### config.mk
export PLATFORM = sky130hd
export DESIGN_NAME = regwrite_arbiter
export DESIGN_NICKNAME = d
export VERILOG_FILES = /design/src/rtl/writeback_pkg.sv /design/src/rtl/regwrite_fifo.sv /design/src/rtl/regwrite_arbiter.sv
export SDC_FILE = /design/constraint.sdc
export NUM_CORES = 1
export LEC_CHECK = 0
export CAP_MARGIN = 0
export CORE_ASPECT_RATIO = 1.5
export CORE_MARGIN = 4
export CORE_UTILIZATION = 35
export DETAILED_ROUTE_END_ITERATION = 8
export SYNTH_ARGS = -nofsm -noshare
export SYNTH_HDL_FRONTEND = slang
export SYNTH_SLANG_ARGS = --single-unit
### constraint.sdc
create_clock -name clk -period 5.5 [get_ports clk]
set_input_delay 0.55 -clock clk [delete_from_list [all_inputs] [get_ports clk]]
set_output_delay 0.55 -clock clk [all_outputs]
set_load 0.05 [all_outputs]
### src/rtl/writeback_pkg.sv
// -----------------------------------------------------------------------------
// writeback_pkg
// Shared types and constants for the register-file write arbiter.
//   word_t             : 64-bit register data word
//   regwrite_req_t     : one register-file write request {valid, wa, wd}
//   REGWRITE_ARB_DEPTH : default number of result-buffer entries
//   wa_writes()        : true when a destination actually writes (x0 never does)
// -----------------------------------------------------------------------------
package writeback_pkg;

    typedef logic [63:0] word_t;

    typedef struct packed {
        logic       valid;
        logic [4:0] wa;
        word_t      wd;
    } regwrite_req_t;

    localparam int REGWRITE_ARB_DEPTH = 2;

    // Register x0 is hard-wired to zero, so a write to it is a no-op.
    function automatic logic wa_writes(input logic [4:0] wa);
        return (wa != 5'd0);
    endfunction

endpackage

### src/rtl/regwrite_fifo.sv
// -----------------------------------------------------------------------------
// regwrite_fifo
// Result buffer for the multi-cycle unit: storage, wrap-around pointers and
// write-after-write squashing of buffered entries.
//
// Ports
//   clk, reset       : clock, synchronous active-high reset
//   push_i           : enqueue {push_wa_i, push_wd_i} at the tail (never when full)
//   pop_i            : remove the head entry (granted write or skip of a squashed one)
//   squash_en_i      : a pipeline write to squash_wa_i happens this cycle
//   squash_wa_i      : register written by the pipeline
//   head_valid_o     : head entry exists and has not been squashed
//   head_wa_o/wd_o   : head entry contents
//   head_skip_o      : head entry exists but was squashed; pop it silently
//   full_o           : all entries occupied (squashed ones included)
//   pend_valid_o     : per-entry valid bits (registered)
//   pend_wa_o        : per-entry destinations, entry i at [i*5 +: 5] (registered)
// -----------------------------------------------------------------------------
module regwrite_fifo
    import writeback_pkg::*;
#(
    parameter int DEPTH = REGWRITE_ARB_DEPTH
) (
    input  logic               clk,
    input  logic               reset,
    input  logic               push_i,
    input  logic [4:0]         push_wa_i,
    input  logic [63:0]        push_wd_i,
    input  logic               pop_i,
    input  logic               squash_en_i,
    input  logic [4:0]         squash_wa_i,
    output logic               head_valid_o,
    output logic [4:0]         head_wa_o,
    output logic [63:0]        head_wd_o,
    output logic               head_skip_o,
    output logic               full_o,
    output logic [DEPTH-1:0]   pend_valid_o,
    output logic [DEPTH*5-1:0] pend_wa_o
);

    localparam int PW = $clog2(DEPTH);

    logic [DEPTH-1:0] valid_q, valid_d;
    logic [4:0]       wa_q [DEPTH];
    word_t            wd_q [DEPTH];
    logic [PW-1:0]    wr_ptr_q, wr_ptr_d;
    logic [PW-1:0]    rd_ptr_q, rd_ptr_d;
    logic [PW:0]      count_q, count_d;
    logic [DEPTH-1:0] squash_hit;
    logic             empty;

    genvar gi;
    generate
        for (gi = 0; gi < DEPTH; gi++) begin : g_entry
            assign squash_hit[gi]          = squash_en_i && (wa_q[gi] == squash_wa_i);
            assign pend_wa_o[gi*5 +: 5]    = wa_q[gi];
        end
    endgenerate

    assign empty        = (count_q == '0);
    assign full_o       = (count_q == (PW+1)'(DEPTH));
    assign head_valid_o = !empty && valid_q[rd_ptr_q];
    assign head_skip_o  = !empty && !valid_q[rd_ptr_q];
    assign head_wa_o    = wa_q[rd_ptr_q];
    assign head_wd_o    = wd_q[rd_ptr_q];
    assign pend_valid_o = valid_q;

    always_comb begin
        // Squash first so an entry pushed this same cycle keeps its valid bit
        // even if its destination matches the pipeline write.
        valid_d  = valid_q & ~squash_hit;
        wr_ptr_d = wr_ptr_q;
        rd_ptr_d = rd_ptr_q;
        count_d  = count_q;
        if (pop_i && !empty) begin
            valid_d[rd_ptr_q] = 1'b0;
            rd_ptr_d          = rd_ptr_q + PW'(1);
        end
        if (push_i && !full_o) begin
            valid_d[wr_ptr_q] = 1'b1;
            wr_ptr_d          = wr_ptr_q + PW'(1);
        end
        case ({push_i && !full_o, pop_i && !empty})
            2'b10:   count_d = count_q + (PW+1)'(1);
            2'b01:   count_d = count_q - (PW+1)'(1);
            default: count_d = count_q;
        endcase
    end

    always_ff @(posedge clk) begin
        if (reset) begin
            valid_q  <= '0;
            wr_ptr_q <= '0;
            rd_ptr_q <= '0;
            count_q  <= '0;
            for (int i = 0; i < DEPTH; i++) begin
                wa_q[i] <= 5'd0;
            end
        end else begin
            valid_q  <= valid_d;
            wr_ptr_q <= wr_ptr_d;
            rd_ptr_q <= rd_ptr_d;
            count_q  <= count_d;
            if (push_i && !full_o) begin
                wa_q[wr_ptr_q] <= push_wa_i;
            end
        end
    end

    // Data words need no reset: they are only observed behind a valid bit.
    always_ff @(posedge clk) begin
        if (push_i && !full_o) begin
            wd_q[wr_ptr_q] <= push_wd_i;
        end
    end

endmodule

### src/rtl/regwrite_arbiter.sv
// -----------------------------------------------------------------------------
// regwrite_arbiter
// Shares the single register-file write port between the pipeline writeback
// stage (zero-latency, normally highest priority) and a multi-cycle unit whose
// results are buffered in regwrite_fifo.
//
// Ports
//   clk, reset            : clock, synchronous active-high reset
//   p_valid/p_wa/p_wd     : pipeline write request
//   m_valid/m_ready       : multi-cycle unit result handshake
//   m_wa/m_wd             : multi-cycle unit result
//   rf_valid/rf_wa/rf_wd  : register-file write port (zeros when idle)
//   stall_pipe            : freeze pipeline writeback (starvation guard)
//   pend_valid/pend_wa    : buffered-result scoreboard view
//
// Build option: define REGWRITE_ARB_STARVE_EN to include the starvation guard.
// Without it stall_pipe is tied low and the pipeline always wins.
// -----------------------------------------------------------------------------
module regwrite_arbiter
    import writeback_pkg::*;
#(
    parameter int STARVE_LIMIT = 8,
    parameter int DEPTH        = REGWRITE_ARB_DEPTH
) (
    input  logic               clk,
    input  logic               reset,
    input  logic               p_valid,
    input  logic [4:0]         p_wa,
    input  logic [63:0]        p_wd,
    input  logic               m_valid,
    output logic               m_ready,
    input  logic [4:0]         m_wa,
    input  logic [63:0]        m_wd,
    output logic               rf_valid,
    output logic [4:0]         rf_wa,
    output logic [63:0]        rf_wd,
    output logic               stall_pipe,
    output logic [DEPTH-1:0]   pend_valid,
    output logic [DEPTH*5-1:0] pend_wa
);

    regwrite_req_t head_req;
    regwrite_req_t rf_req;
    logic          head_skip;
    logic          fifo_full;
    logic          p_grant;
    logic          b_grant;
    logic          push;
    logic          pop;

    assign m_ready = !fifo_full;

    // x0 results are accepted (handshake completes) but never stored.
    assign push = m_valid && m_ready && wa_writes(m_wa);

    assign p_grant = !reset && p_valid && wa_writes(p_wa) && !stall_pipe;
    assign b_grant = !reset && !p_grant && head_req.valid;
    assign pop     = b_grant || head_skip;

    always_comb begin
        rf_req = '0;
        if (p_grant) begin
            rf_req.valid = 1'b1;
            rf_req.wa    = p_wa;
            rf_req.wd    = p_wd;
        end else if (b_grant) begin
            rf_req = head_req;
        end
    end

    assign rf_valid = rf_req.valid;
    assign rf_wa    = rf_req.wa;
    assign rf_wd    = rf_req.wd;

    regwrite_fifo #(
        .DEPTH (DEPTH)
    ) u_fifo (
        .clk          (clk),
        .reset        (reset),
        .push_i       (push),
        .push_wa_i    (m_wa),
        .push_wd_i    (m_wd),
        .pop_i        (pop),
        .squash_en_i  (p_grant),
        .squash_wa_i  (p_wa),
        .head_valid_o (head_req.valid),
        .head_wa_o    (head_req.wa),
        .head_wd_o    (head_req.wd),
        .head_skip_o  (head_skip),
        .full_o       (fifo_full),
        .pend_valid_o (pend_valid),
        .pend_wa_o    (pend_wa)
    );

`ifdef REGWRITE_ARB_STARVE_EN
    localparam int SCW = $clog2(STARVE_LIMIT + 1);

    logic [SCW-1:0] starve_cnt_q, starve_cnt_d;
    logic           starve_q, starve_d;

    // Count cycles in which a live head entry is passed over; once the count
    // reaches the limit the flag stalls the pipeline for one head grant.
    always_comb begin
        starve_cnt_d = starve_cnt_q;
        starve_d     = starve_q;
        if (b_grant || !head_req.valid) begin
            starve_cnt_d = '0;
            starve_d     = 1'b0;
        end else begin
            if (starve_cnt_q != SCW'(STARVE_LIMIT)) begin
                starve_cnt_d = starve_cnt_q + SCW'(1);
            end
            if (starve_cnt_q >= SCW'(STARVE_LIMIT - 1)) begin
                starve_d = 1'b1;
            end
        end
    end

    always_ff @(posedge clk) begin
        if (reset) begin
            starve_cnt_q <= '0;
            starve_q     <= 1'b0;
        end else begin
            starve_cnt_q <= starve_cnt_d;
            starve_q     <= starve_d;
        end
    end

    assign stall_pipe = starve_q;
`else
    assign stall_pipe = 1'b0;
`endif

endmodule

==> run summary, run 1 <==
outcome = finished, final reports clean
largest family of logic cells by synthesized area = compound AO/OA/AOI/OAI gates
postcts setup bufs = 0
met3 WL post-DR = 1010 µm
core area = 18500 µm²
drt first-iter violations = 124
CTS tree = built
Pleak = 3.15 nW
layout cells sized above 1 = 0.153
num ports = 226
xor and xnor fraction of the mapped netlist area = 0.0174
first-pass GRT wire length = 24200 µm
register area share after synthesis = 0.654
Fin Clk Skew = 0.0101 ns
IO buf count = 224
Pwr Density = 378 nW/µm²
TritonCTS buffer count = 17
H-tree lvl count = 4
f_max = 222 MHz
max-slew violation count = 0
worst vdd ir = 0.236 mV
Layout Nets = 744
Syn Inst Count = 379
CP required = 4.95 ns
via count = 4068
post-layout utilization of the core = 0.516
via/cell ratio = 4.70
r2r setup slk = 2.94 ns
Cell Area, Synth = 6550 µm²
drt total wl = 15800 µm
WL met2 = 8800 µm
period utilization = 0.817
Clk pin slew, worst setup/hold paths = 0.06 ns
met1 wire length = 5710 µm
Synth Area in Compound Gates = 0.149
Avg Inst Size Synth = 17.3 µm²
area grow syn2layout = 45.6%
worst min-delay path class = flop to flop
CP Capture Type = output port
Antenna Violating Nets Remaining = 0
wire per inst = 18.2 µm
Critical Path AT = 3.95 ns
largest net degree at the start of global routing = 71
number of synthesis warnings = 0
mux contribution to synthesized area = 0.107
Hold Vio Cnt, Final = 0
Crit Path Max Fanout = 70
Die Height = 176 µm
vias in the first global route = 4521
GRT Total Usage = 0.149
DP Wirelength = 11400 µm
routability congestion estimate = 0.823
dpl cells = 834
Slew HR = 0.284
first drt pass iteration count = 4
initial antenna violation count = 0
Final min period = 4.50 ns
Synth Register Bits = 145
site row count = 61
worst slew pin tran = 1.07 ns
top routing layer used = met4
setup violators final = 0
RSZ-0062 raised after global routing = false
clk buf depth = 2
post-cts sizing count = 0
ant diodes = 0
Yosys cell types = 35
setup ws final = 1.00 ns
pre-CTS setup slack = 0.997 ns
initial core utilization = 0.355
worst-skew pair later-pin latency = 0.41 ns
Setup CP Type = input port to output port
final cell count without fillers = 866
number of max-cap violations = 0
crit start category = input port
total die area = 21000 µm²
DRC = 0
Setup TNS Final = 0 ns
die width = 120 µm
Root Buffer = clkbuf_16
clk sink count = 145
Mapped Nets = 522
Hold Buf Count CTS = 0
total grt overflow = 0
Simple-Gate Fraction of Synth Area = 0.0382
Synth Area in Adders = 0.00191
-- report_power, final --
part,switching [mW],internal [mW],total (mW)
Sequential,0.133,1.40,1.53
Clock,0.458,0.679,1.14
Combinational,0.539,0.404,0.943
Total,1.13,2.48,3.61
-- cell type report --
cell class                      count  area, µm²
Fill cell                        1625       8930
Sequential cell                   145       4290
Timing Repair Buffer              227       2260
Multi-Input combinational cell    208       2080
Clock buffer                       19        433
Tap cell                          252        315
Clock inverter                     13        153
Inverter                            2       7.51
-- layout by cell type (no fill, tap or decap), drive strengths merged --
cell           synthesis  final
clkdlybuf4s50          0    224
buf                   17      3
or3                    3      3
a41o                   2      2
nor2                   8      8
nor2b                  1      1
nand2b                 2      2
clkbuf                 7     19
xor2                  11     11
bufinv                 0      2
and2                  11     11
clkinvlp               0      2
xnor2                  2      2
clkinv                 0      3
mux2i                 69     69
o21ai                  9      9
o2bb2ai               64     64
edfxtp               138    138
o211ai                 1      1
nand4                  2      2
a21oi                  1      1
inv                    2      8
mux2                   1      1
conb                   1      1
a2111oi                1      1
nand2                  8      8
o21a                   1      1
ha                     1      1
dfxtp                  7      7
nor3                   5      5
or2                    1      1
nor3b                  2      2
or4                    1      1
-- flip-flops by register name, summed over array words and instances, names as in the netlist, named ones only --
register	cells
u_fifo.wr_ptr_q	1
u_fifo.wa_q	10
u_fifo.wd_q	128
u_fifo.pend_valid_o	2
u_fifo.rd_ptr_q	1
u_fifo.count_q	2
-- routing by layer --
metal / vias up / global-route usage
li1: 1957 / -
met1: 1955 / 0.152
met2: 141 / 0.284
met3: 15 / 0.0477
met4: 0 / 0.0487
met5: - / 0
-- final timing paths --
check / start / cells past startpoint / end
max reg2reg: u_fifo.count_q[0] / 4 / u_fifo.wd_q[1][46]
min reg2reg: u_fifo.count_q[1] / 2 / u_fifo.count_q[1]
min: u_fifo.count_q[1] / 2 / u_fifo.count_q[1]
max: p_wa[4] / 6 / rf_wd[51]
-- Yosys cell counts --
library cell | instances | area (µm²)
mux2_2 | 1 | 11.3
nor2b_1 | 1 | 6.26
o211ai_2 | 1 | 12.5
conb_1 | 1 | 3.75
nand2b_1 | 2 | 12.5
o2bb2ai_2 | 45 | 676
or3_4 | 2 | 22.5
xor2_1 | 11 | 96.3
buf_2 | 2 | 10.0
ha_1 | 1 | 12.5
o2bb2ai_1 | 19 | 166
nand2_4 | 1 | 11.3
or2_2 | 1 | 6.26
o21a_1 | 1 | 7.51
a41o_1 | 2 | 20.0
xnor2_1 | 2 | 17.5
nand2_1 | 7 | 26.3
mux2i_1 | 69 | 691
o21ai_2 | 5 | 43.8
buf_6 | 14 | 158
inv_1 | 2 | 7.51
o21ai_0 | 4 | 20.0
nor3_1 | 5 | 25.0
dfxtp_1 | 7 | 140
clkbuf_1 | 7 | 26.3
buf_4 | 1 | 7.51
a21oi_1 | 1 | 5.00
edfxtp_1 | 138 | 4140
or3_1 | 1 | 6.26
nor2_1 | 8 | 30.0
nor3b_1 | 2 | 15.0
nand4_1 | 2 | 12.5
or4_1 | 1 | 7.51
and2_1 | 11 | 68.8
a2111oi_4 | 1 | 27.5
-- kinds of logic (layout without fill, tap and decap cells) --
group	count (synthesis)	count (layout)
flip-flops	145	145
AO/OA/AOI/OAI	79	79
multiplexers	70	70
AND/OR/NAND/NOR	44	44
buffers and inverters	26	261
XOR/XNOR	13	13
adder cells (fa/ha/maj)	1	1
other	1	1
-- per-stage QoR --
step	hold WS (ns)	total power, mW	instance area (µm²)
4_1_cts	0.519	3.67	9540
3_3_place_gp	0.483	2.50	8950
3_5_place_dp	0.509	2.52	8950
5_1_grt	0.564	3.77	9540
2_1_floorplan	0.472	2.17	6550
6_report	0.513	3.61	9540
-- critical path, stage by stage --
cell and delay, ns:
clkdlybuf4s50_1 0.50, or3_4 0.45, a2111oi_4 0.52, nand2_4 0.64, o2bb2ai_1 0.39, clkdlybuf4s50_1 0.85
No activity file was read; power rests on OpenSTA's default activity.
==> inputs of run 2 (changes only) <==
--- a/config.mk
+++ b/config.mk
@@ -10,6 +10,7 @@
 export CORE_MARGIN = 4
 export CORE_UTILIZATION = 35
 export DETAILED_ROUTE_END_ITERATION = 8
+export PLACE_DENSITY = 0.67
 export SYNTH_ARGS = -nofsm -noshare
 export SYNTH_HDL_FRONTEND = slang
 export SYNTH_SLANG_ARGS = --single-unit
==> constraint.sdc (replaced) <==
create_clock -name clk -period 4 [get_ports clk]
set_input_delay 0.4 -clock clk [delete_from_list [all_inputs] [get_ports clk]]
set_output_delay 0.4 -clock clk [all_outputs]
set_load 0.05 [all_outputs]
==> run 2 against run 1 <==
Effect of this change: die area unchanged; combinational power up 52%; cell area is 8.3% higher; register-to-register slack lost 1.4 ns; count of clock-buffer cells in the layout shrank 2; critical path type unchanged; utilization up 4.3 points; critical path depth grew 1; routed wire length grew 3.6%; largest cell class unchanged.
==> run summary, run 2 (synthesis gave the netlist of run 1 again) <==
worst min-delay path class = flop to flop
clk sink count = 145
via count = 4156
R2R Path End = u_fifo.wd_q[0][45]
area grow syn2layout = 57.6%
drt first-iter violations = 103
layout cells sized above 1 = 0.275
Hold Vio Cnt, Final = 0
setup ws final = 0.718 ns
Root Buffer = clkbuf_16
Clk pin slew, worst setup/hold paths = 0.06 ns
pre-CTS setup slack = 0.743 ns
period utilization = 0.820
Slew HR = 0.448
reg-to-reg critical path startpoint = u_fifo.count_q[0]
Antenna Violating Nets Remaining = 0
worst vdd ir = 0.278 mV
Crit-path slowest cell = a2111oi_4
Fillers = 1509
worst-skew pair later-pin latency = 0.42 ns
Die Height = 176 µm
CP max stage delay = 0.54 ns
via/cell ratio = 4.78
CP Capture Type = output port
r2r setup slk = 1.56 ns
Reg area = 4290 µm²
Pleak = 3.54 nW
die width = 120 µm
CP required = 3.60 ns
Pwr Density = 503 nW/µm²
crit start category = input port
H-tree lvl count = 4
Setup CP Type = input port to output port
post-cts sizing count = 0
core area = 18500 µm²
vias in the first global route = 4684
total grt overflow = 0
first drt pass iteration count = 4
Critical Path AT = 2.88 ns
Layout Nets = 749
total die area = 21000 µm²
wire per inst = 18.8 µm
Hold Path Cell Cnt = 2
Power Total = 5.20 mW
GRT Total Usage = 0.156
Hold Crit Start = u_fifo.count_q[1]
first-pass GRT wire length = 24900 µm
TritonCTS buffer count = 17
IO buf count = 224
worst slew pin tran = 0.827 ns
initial core utilization = 0.355
site row count = 61
CTS tree = built
setup violators final = 0
DRC = 0
drt total wl = 16300 µm
Hold Buf Count CTS = 0
commonest non-fill, non-tap cell in the layout = clkdlybuf4s50_1
num ports = 226
DP Wirelength = 12200 µm
number of max-cap violations = 0
Top Registers = u_fifo.wd_q x128, u_fifo.wa_q x10
Multi-input gate area = 2080 µm²
Buf/Inv on CP = 3
commonest non-fill, non-tap cells in the layout = clkdlybuf4s50_1 (154), edfxtp_1 (138), buf_12 (71), mux2i_1 (69), o2bb2ai_2 (45)
Crit Path Max Fanout = 52
cell count of the worst reg-to-reg path = 4
Worst Hold Path EP = u_fifo.count_q[1]
postcts setup bufs = 0
Most flops, register = u_fifo.wd_q
routability congestion estimate = 0.868
Final min period = 3.28 ns
initial antenna violation count = 1
clk buf depth = 2
largest net degree at the start of global routing = 53
outcome = finished, final reports clean
ant diodes = 0
max reg flops = 128
crit-path cells = clkdlybuf4s50_1 > or3_4 > a2111oi_4 > nand2_4 > buf_4 > o2bb2ai_1 > buf_12
CP top delay family = buffers and inverters
RSZ-0062 raised after global routing = false
f_max = 305 MHz
max-slew violation count = 0
Fin Clk Skew = 0.00935 ns
[run 2: cell count changes in the layout (fill, tap and decap cells not counted), sizes merged]
cell,before,now
bufinv,2,4
clkbuf,19,17
inv,8,7
clkdlybuf4s50,224,154
buf,3,78
[run 2: final cells by class]
| cell class | instances | area share |
|---|---|---|
| sequential | 145 | 0.415 |
| timing repair buffer | 232 | 0.292 |
| multi-input combinational | 208 | 0.201 |
| clock buffer | 17 | 0.0412 |
| tap | 252 | 0.0305 |
| clock inverter | 14 | 0.0195 |
| inverter | 2 | 0.000727 |
[run 2: power by group]
part	total [mW]	leakage (nW)	switching, mW	internal (mW)
clock network	1.66	0.301	0.613	1.05
registers	2.10	1.36	0.182	1.92
logic	1.43	1.88	0.774	0.660
[run 2: per-layer routing]
layer	track usage	up-vias	wire [µm]
li1	-	1966	-
met1	0.155	2003	5750
met2	0.297	159	9260
met3	0.0528	26	988
met4	0.0535	2	299
met5	0	-	20
[run 2: worst max-delay path by stage]
stage / startpoint / end / slack [ns] / cells past startpoint
4_1_cts: p_wa[3] / rf_wd[50] / 0.73 / 7
6_report: p_wa[4] / rf_wd[50] / 0.72 / 7
3_3_place_gp: p_wa[4] / rf_wd[45] / 0.84 / 7
2_1_floorplan: u_fifo.count_q[0] / u_fifo.wd_q[0][0] / -0.35 / 3
5_1_grt: reset / rf_wd[61] / 0.59 / 6
3_5_place_dp: p_wa[3] / rf_wd[47] / 0.74 / 7
[run 2: tightest hold or removal path, delay by kind of cell, from the launching register on]
| family | cells | cell delay [ns] |
|---|---|---|
| AO/OA/AOI/OAI | 2 | 0.14 |
| flip-flops | 1 | 0.34 |
[run 2: metrics by stage]
stage	std cells	instance area (µm²)	util	hold WS (ns)	setup TNS (ns)
finish	870	10300	0.559	0.531	0
global route	870	10300	0.559	0.539	0
CTS	870	10300	0.559	0.534	0
detailed placement	839	9700	0.525	0.515	0
global placement	839	9700	0.525	0.484	0
floorplan	379	6550	-	0.472	-44.68
==> inputs of run 3 (changes only) <==
==> constraint.sdc (replaced) <==
create_clock -name clk -period 2.65 [get_ports clk]
set_input_delay 0.265 -clock clk [delete_from_list [all_inputs] [get_ports clk]]
set_output_delay 0.265 -clock clk [all_outputs]
set_load 0.05 [all_outputs]
==> run 3 against run 2 <==
Effect of this change: combinational power up 69%; first-iteration DRC count up 19%; sequential power up 46%; via count up 1.9%; global-route usage up 0.82 points; utilization up 1.1 points; worst hold slack worse by 0.10 ns; die area unchanged; largest power group unchanged; routed wire length up 4.7%; critical path depth unchanged.
==> run summary, run 3 (synthesis gave the netlist of run 1 again) <==
Die Height = 176 µm
max-slew violation count = 0
max reg flops = 128
clk buf depth = 2
Hold Vio Cnt, Final = 0
total grt overflow = 0
R2R Path End = u_fifo.wa_q[1][3]
Top Registers = u_fifo.wd_q x128, u_fifo.wa_q x10
worst vdd ir = 0.529 mV
layout cells sized above 1 = 0.304
GRT Total Usage = 0.164
IO buf count = 224
setup violators final = 0
drt total wl = 17100 µm
H-tree lvl count = 4
ant diodes = 0
CP required = 2.38 ns
area grow syn2layout = 60.6%
CP Capture Type = output port
DRC = 0
Clk pin slew, worst setup/hold paths = 0.07 ns
Final min period = 2.58 ns
f_max = 388 MHz
Hold Path Cell Cnt = 1
clk sink count = 145
via/cell ratio = 4.77
initial antenna violation count = 1
Worst Hold Path EP = u_fifo.wd_q[0][44]
post-layout utilization of the core = 0.570
Layout Nets = 765
via count = 4233
largest net degree at the start of global routing = 30
Hold Crit Start = m_wd[44]
CTS tree = built
Most flops, register = u_fifo.wd_q
die width = 120 µm
setup ws final = 0.0697 ns
number of max-cap violations = 0
Antenna Violating Nets Remaining = 0
Slew HR = 0.357
TritonCTS buffer count = 17
first drt pass iteration count = 4
worst slew pin tran = 0.954 ns
pre-CTS setup slack = 0.0328 ns
Pwr Density = 732 nW/µm²
worst min-delay path class = input port to flop
initial core utilization = 0.355
Crit Path Max Fanout = 29
Pleak = 3.63 nW
commonest non-fill, non-tap cell in the layout = clkdlybuf4s50_1
Setup CP Type = input port to output port
drt first-iter violations = 123
wire per inst = 19.3 µm
num ports = 226
core area = 18500 µm²
r2r setup slk = 0.58 ns
first-pass GRT wire length = 26200 µm
period utilization = 0.974
RSZ-0062 raised after global routing = false
crit start category = input port
reg-to-reg critical path startpoint = u_fifo.count_q[0]
Root Buffer = clkbuf_16
cell count of the worst reg-to-reg path = 4
Fin Clk Skew = 0.0136 ns
outcome = finished, final reports clean
site row count = 61
total die area = 21000 µm²
commonest non-fill, non-tap cells in the layout = clkdlybuf4s50_1 (154), edfxtp_1 (138), buf_12 (79), mux2i_1 (69), o2bb2ai_2 (53)
DP Wirelength = 12800 µm
worst-skew pair later-pin latency = 0.42 ns
routability congestion estimate = 0.823
vias in the first global route = 4801
Critical Path AT = 2.32 ns
## run 3: worst max path at each step
stage,startpoint,endpoint,slack [ns]
3_3_place_gp,p_wa[4],rf_wd[53],0.05
6_report,p_wa[4],rf_wd[51],0.07
3_5_place_dp,p_wa[4],rf_wd[52],0.03
4_1_cts,p_wa[4],rf_wd[52],0.02
2_1_floorplan,u_fifo.count_q[0],u_fifo.wd_q[0][0],-0.64
5_1_grt,p_wa[4],rf_wd[58],0.004
## run 3: cell type report
type | count | area (µm²)
Fill cell | 1492 | 7940
Multi-Input combinational cell | 208 | 2130
Inverter | 2 | 7.51
Clock inverter | 14 | 123
Clock buffer | 18 | 429
Sequential cell | 145 | 4290
Timing Repair Buffer | 248 | 3240
Tap cell | 252 | 315
## run 3: metrics by stage
step                      hold slack [ns]  total power, mW  instance area, µm²  std cells  TNS [ns]
final                               0.428             7.71               10500        887         0
after detailed placement            0.508             5.54                9920        855         0
after global routing                0.413             8.04               10500        887         0
after global placement              0.483             5.48                9920        855         0
after floorplan                     0.364             4.49                6560        379    -81.42
after CTS                           0.402             7.79               10500        887         0
## run 3: power by group
part           internal (mW)  total, mW  switching [mW]
sequential              2.89       3.06           0.162
clock                   1.23       2.23           0.999
combinational           1.10       2.42            1.33
total                   5.22       7.71            2.49
## run 3: layer usage
metal | vias up | track usage | part of all wire
li1 | 2005 | - | -
met1 | 2037 | 0.178 | 0.36
met2 | 170 | 0.305 | 0.56
met3 | 19 | 0.0515 | 0.065
met4 | 2 | 0.0463 | 0.014
met5 | - | 0 | 0.00041
## run 3: critical path: stages
cell and delay [ns]:
clkdlybuf4s50_1 0.43, or3_4 0.42, a2111oi_4 0.40, nand2_4 0.13, buf_12 0.20, o2bb2ai_1 0.25, buf_12 0.17
## run 3: what timing repair did
action,4_1_cts,5_1_grt
setup endpoints to repair,0,19
buffers inserted,0,0
gates resized for setup,0,8
hold buffers,0,0
